`src/rtl/rv32_pkg.sv`:
```
// Shared RV32 register-file constants and the write-enable decoder used by the
// writeback arbiter.
package rv32_pkg;

  localparam int XLEN       = 32;
  localparam int NREG       = 32;
  localparam int REG_ADDR_W = 5;

  localparam int REQ_ALU = 0;
  localparam int REQ_LSU = 1;

  // x0 is hardwired to zero, so its enable bit is never set.
  function automatic logic [NREG-1:0] onehot_dec(input logic [REG_ADDR_W-1:0] rd);
    logic [NREG-1:0] m;
    m     = '0;
    m[rd] = 1'b1;
    m[0]  = 1'b0;
    return m;
  endfunction

endpackage

```
`src/rtl/rr_arbiter.sv`:
```
// Round-robin arbiter: search starts one past the last accepted requester, and
// the pointer moves only when the winner's transfer is actually accepted.
module rr_arbiter #(
  parameter int NREQ = 2
) (
  input  logic                    clk_i,
  input  logic                    rst_ni,
  input  logic [NREQ-1:0]         req_i,
  input  logic                    advance_i,
  output logic [NREQ-1:0]         grant_o,
  output logic [$clog2(NREQ)-1:0] idx_o
);

  localparam int IW = $clog2(NREQ);

  logic [IW-1:0] last_grant_q;
  logic [IW-1:0] last_grant_d;

  always_comb begin
    logic          found;
    logic [IW-1:0] cand;
    grant_o = '0;
    idx_o   = '0;
    found   = 1'b0;
    cand    = '0;
    for (int k = 1; k <= NREQ; k++) begin
      cand = IW'((int'(last_grant_q) + k) % NREQ);
      if (!found && req_i[cand]) begin
        found         = 1'b1;
        grant_o[cand] = 1'b1;
        idx_o         = cand;
      end
    end
  end

  assign last_grant_d = advance_i ? idx_o : last_grant_q;

  // Reset value makes requester 0 the first one searched.
  always_ff @(posedge clk_i or negedge rst_ni) begin
    if (!rst_ni) last_grant_q <= IW'(NREQ - 1);
    else         last_grant_q <= last_grant_d;
  end

endmodule

```
`src/rtl/rf_write_arbiter.sv`:
```
// Shares the register-file write port among writeback requesters and registers
// the committed write as one-hot load enables plus a common data bus.
module rf_write_arbiter
  import rv32_pkg::*;
#(
  parameter int NREQ  = 2,
  parameter int XLEN  = 32,
  parameter int NREG  = 32,
  parameter int CNT_W = 16
) (
  input  logic                    clk,
  input  logic                    rst,
  input  logic [NREQ-1:0]         req_valid,
  input  logic [NREQ*5-1:0]       req_rd,
  input  logic [NREQ*XLEN-1:0]    req_data,
  output logic [NREQ-1:0]         req_ready,
  input  logic                    hold,
  output logic [NREG-1:0]         rf_load_en,
  output logic [XLEN-1:0]         rf_wdata,
  output logic                    wb_valid,
  output logic [4:0]              wb_rd,
  output logic [$clog2(NREQ)-1:0] grant_id,
  output logic [CNT_W-1:0]        conflict_cnt
);

  localparam int GID_W = $clog2(NREQ);

  logic [NREQ-1:0]       grant;
  logic [GID_W-1:0]      grant_idx;
  logic                  accept;
  logic                  contention;
  logic [4:0]            rd_arr   [NREQ];
  logic [XLEN-1:0]       data_arr [NREQ];

  logic [NREG-1:0]  rf_load_en_q,   rf_load_en_d;
  logic [XLEN-1:0]  rf_wdata_q,     rf_wdata_d;
  logic             wb_valid_q,     wb_valid_d;
  logic [4:0]       wb_rd_q,        wb_rd_d;
  logic [GID_W-1:0] grant_id_q,     grant_id_d;
  logic [CNT_W-1:0] conflict_cnt_q, conflict_cnt_d;

  for (genvar g = 0; g < NREQ; g++) begin : g_unpack
    assign rd_arr[g]   = req_rd[g*5 +: 5];
    assign data_arr[g] = req_data[g*XLEN +: XLEN];
  end

  rr_arbiter #(.NREQ(NREQ)) u_rr (
    .clk_i     (clk),
    .rst_ni    (rst),
    .req_i     (req_valid),
    .advance_i (accept),
    .grant_o   (grant),
    .idx_o     (grant_idx)
  );

  assign req_ready  = grant & {NREQ{~hold}};
  assign accept     = |(req_valid & req_ready);
  assign contention = ~hold && ($countones(req_valid) >= 2);

  // Data-side registers hold their value when nothing is accepted.
  always_comb begin
    rf_load_en_d   = '0;
    wb_valid_d     = accept;
    rf_wdata_d     = rf_wdata_q;
    wb_rd_d        = wb_rd_q;
    grant_id_d     = grant_id_q;
    conflict_cnt_d = conflict_cnt_q;
    if (accept) begin
      rf_load_en_d = NREG'(onehot_dec(rd_arr[grant_idx]));
      rf_wdata_d   = data_arr[grant_idx];
      wb_rd_d      = rd_arr[grant_idx];
      grant_id_d   = grant_idx;
    end
    if (contention && (conflict_cnt_q != '1)) conflict_cnt_d = conflict_cnt_q + 1'b1;
  end

  always_ff @(posedge clk or negedge rst) begin
    if (!rst) begin
      rf_load_en_q   <= '0;
      rf_wdata_q     <= '0;
      wb_valid_q     <= 1'b0;
      wb_rd_q        <= '0;
      grant_id_q     <= '0;
      conflict_cnt_q <= '0;
    end else begin
      rf_load_en_q   <= rf_load_en_d;
      rf_wdata_q     <= rf_wdata_d;
      wb_valid_q     <= wb_valid_d;
      wb_rd_q        <= wb_rd_d;
      grant_id_q     <= grant_id_d;
      conflict_cnt_q <= conflict_cnt_d;
    end
  end

  assign rf_load_en   = rf_load_en_q;
  assign rf_wdata     = rf_wdata_q;
  assign wb_valid     = wb_valid_q;
  assign wb_rd        = wb_rd_q;
  assign grant_id     = grant_id_q;
  assign conflict_cnt = conflict_cnt_q;

endmodule

```
`config.mk`:
```
export PLATFORM = sky130hd
export DESIGN_NAME = rf_write_arbiter
export DESIGN_NICKNAME = d
export VERILOG_FILES = /design/src/rtl/rv32_pkg.sv /design/src/rtl/rr_arbiter.sv /design/src/rtl/rf_write_arbiter.sv
export SDC_FILE = /design/constraint.sdc
export NUM_CORES = 1
export LEC_CHECK = 0
export ABC_AREA = 1
export CAP_MARGIN = 30
export CELL_PAD_IN_SITES_DETAIL_PLACEMENT = 0
export CELL_PAD_IN_SITES_GLOBAL_PLACEMENT = 1
export CORE_ASPECT_RATIO = 0.5
export CORE_UTILIZATION = 28
export CTS_CLUSTER_DIAMETER = 120
export DETAILED_ROUTE_END_ITERATION = 8
export GPL_TIMING_DRIVEN = 0
export PLACE_DENSITY_LB_ADDON = 0.1
export SETUP_SLACK_MARGIN = 0.02
export SLEW_MARGIN = 10
export SYNTH_ARGS = -nofsm -noshare
export SYNTH_HDL_FRONTEND = slang
export SYNTH_SLANG_ARGS = --single-unit
```
`constraint.sdc`:
```
create_clock -name clk -period 1.3 [get_ports clk]
set_input_delay 0.26 -clock clk [delete_from_list [all_inputs] [get_ports clk]]
set_output_delay 0.26 -clock clk [all_outputs]
set_load 0.05 [all_outputs]
```
==> results.txt <==
----------------------------------------------------
[Floorplan]
  I/O pin total ... 168
  Starting density of the core ... 28.7%
  Number of rows created at floorplan ... 31
  Vertical extent of the die ... 88.1 µm
  Core region area ... approximately 14000 µm²
  Overall die width ... 174 µm
  Full die area ... 15300 µm²

[Routing]
  Vias per inst ... between 4 and 5
  Number of iterations in the first detailed-routing pass ... 4
  Initial drt markers ... 130
  Remaining DRCs ... 0
  Routed WL per cell ... 14.2 µm
  Vias ... 3954
  Detailed Route WL ... between 10000 and 15000 µm
  Post-route antenna net violation count ... 0

[Timing]
  Highest achievable clock rate ... 623 MHz
  Shortest clock period the worst path allows after layout ... 1.61 ns
  Final count of pins violating max slew ... 0
  Worst hold slack ... 0.416 ns
  Clock Skew ... between 0.01 and 0.015 ns
  RSZ-0062 raised after global routing ... true
  Final Hold Viols ... 0
  Total setup violations reported at the end of the flow ... 93
  Final period utilization ... 123%
  Final worst slack ... -0.305 ns

[Yosys]
  Number of synthesized register bits ... between 80 and 90
  Mean Syn Cell Area ... 8.52 µm²
  Synthesized cell area ... 4150 µm²
  Count of different cell masters after synthesis ... 28
  Proportion of synthesized chip area in sequential cells ... a little over half
  Net count of the mapped netlist ... 567
  Total of warnings raised by yosys ... 0
  Post-Synthesis Cells ... 487

[Final layout]
  Number of diodes ... 0
  Layout cell share with drive strength beyond 1 ... 39.8%
  Leading cell type in the layout, fill and taps excluded ... nand2_1
  Core Util, Final ... 49.8%
  Area of the multi-input gates ... 1970 µm²
  Layout filler cell count ... 1417
  Area taken by flip-flops and latches ... 2200 µm²
  Leading cell types in the layout, fill and taps excluded ... nand2_1, clkdlybuf4s50_1, buf_2, dfrtp_1, inv_1
  Post-layout net count ... 796
  Layout-stage area growth over the synthesis result ... 73.8%

[Status]
  Run status ... finished with violations
  Violations in the final reports ... setup timing

[Worst setup path]
  Type of origin of the critical path ... flop
  Arrival time of the worst setup path ... 1.88 ns
  Critical-path maximum fanout ... 6
  Worst setup path class ... flop to flop
  Type of destination of the critical path ... flop
  Required time at the endpoint of the critical path ... 1.57 ns

[GRT]
  Largest net degree at the start of global routing ... 47
  Wire length of the first global-routing pass ... 19600 µm
  Vias in the first global route ... between 3000 and 4000
  Global routing usage summed across all routing layers ... ~17%
  Antenna violations before repair ... 0
  Remaining global-route overflow ... 0

[Place]
  DP HPWL ... 8690 µm
  RD Place Congestion ... between 0.7 and 0.8
  Input/output buffers ... 166
  Post-placement worst setup slack ... -1.12 ns

[CTS]
  Maximum root-to-sink buffer count ... 2
  Library cell used as clock root buffer ... clkbuf_16
  Source-to-sink clock delay at the later pin of the worst-skew pair ... roughly 0.34 ns
  CTS Buf Count ... 9
  Worst-path clk slew ... 0.07 ns
  CTS H-tree lvls ... 3
  TritonCTS sink count ... between 80 and 90
  Clock tree from TritonCTS ... built

[Pwr]
  Worst IR Drop VDD ... 0.846 mV
  Total power per unit cell area ... 1330 nW/µm²
  Leak ... 3.53 nW
  Post-route total power ... between 9 and 10 mW

[Min path]
  Worst hold path type ... primary input to asynchronous set/reset pin

[Run]
  Max-cap check violation count ... 0

----------------------------------------------------
[per-stage QoR]
stage | area (µm²) | std cells | TNS (ns)
after floorplan | 4350 | 487 | -10.86
after global routing | 7210 | 919 | -28.24
final | 7210 | 919 | -21.45
after CTS | 6700 | 898 | -20.35
after detailed placement | 6270 | 852 | -71.57
after global placement | 6250 | 851 | -372.50
[flip-flops by register name (all words and copies together), names as in the netlist]
name / cells
wb_rd: 5
grant_id: 1
conflict_cnt: 16
wb_valid: 1
rf_load_en: 31
u_rr.last_grant_q: 1
rf_wdata: 32
[synthesized netlist by cell type (all sizes together)]
cell	count	share of area [%]
nand2	175	16
dfrtp	86	52
inv	57	5.2
nor2	52	4.9
nand3	33	5.2
o211ai	32	5.8
buf	18	4.2
o21ai	17	3.0
nand4	4	0.60
xnor2	4	0.84
xor2	3	0.63
clkbuf	2	0.18
a21oi	1	0.39
conb	1	0.090
dfstp	1	0.63
ha	1	0.30
[worst max-delay path: stages, from the launching register on]
cell and delay, ns:
dfstp_2 0.56, a21oi_4 0.07, buf_6 0.14, buf_12 0.14
buf_12 0.14, buf_12 0.14, clkbuf_16 0.15, nand2_2 0.05
o211ai_1 0.08, nand2_1 0.07
[power by group]
| group | internal (mW) | leakage, nW | total (mW) | switching, mW |
|---|---|---|---|---|
| Combinational | 1.44 | 2.29 | 3.78 | 2.34 |
| Sequential | 3.06 | 1.11 | 3.28 | 0.227 |
| Clock | 1.49 | 0.138 | 2.55 | 1.05 |
[repair_timing]
item,CTS,global route
gates resized for setup,514,100
pin swaps,32,57
setup buffers,24,20
setup endpoints to repair,173,142
hold endpoints to repair,44,0
cloned,5,4
hold buffers,1,0
[logic make-up after synthesis]
logic type	after synthesis	share of synthesized area, %
adder cells (fa/ha/maj)	1	0.301
AND/OR/NAND/NOR	264	26.9
other	1	0.0904
XOR/XNOR	7	1.48
flip-flops	87	52.5
AO/OA/AOI/OAI	50	9.23
buffers and inverters	77	9.56
[metal layers]
metal | part of all wire [%] | vias up | global-route usage (%) | wire, µm
met4 | 1.0 | 0 | 3.83 | 131
met3 | 4.4 | 14 | 4.77 | 572
met2 | 48 | 85 | 27.7 | 6260
li1 | - | 1995 | - | -
met5 | 0 | - | 0 | 0
met1 | 47 | 1860 | 22.1 | 6130
[final cells by class]
type	instances	area share [%]
Inverter	57	3.28
Clock buffer	13	3.33
Sequential cell	87	30.5
Multi-Input combinational cell	323	27.4
Clock inverter	3	0.607
Timing Repair Buffer	218	27.9
Buffer	20	3.54
Tap cell	198	3.44
[final timing paths]
kind                                               start                       endpoint  depth (start not counted)  slack (ns)
setup / recovery           u_rr.last_grant_q$_DFFE_PN1P_       rf_wdata[21]$_DFFE_PN0P_                          9       -0.31
hold / removal                                       rst       rf_wdata[31]$_DFFE_PN0P_                          2        0.42
setup reg to reg           u_rr.last_grant_q$_DFFE_PN1P_       rf_wdata[21]$_DFFE_PN0P_                          9       -0.31
hold reg to reg                 rf_wdata[10]$_DFFE_PN0P_       rf_wdata[10]$_DFFE_PN0P_                          2        0.46
max in group asynchronous                            rst       rf_load_en[24]$_DFF_PN0_                          3        0.30
min in group clk                            req_valid[0]  u_rr.last_grant_q$_DFFE_PN1P_                          4        0.45
(Power assumes the default switching activity.)
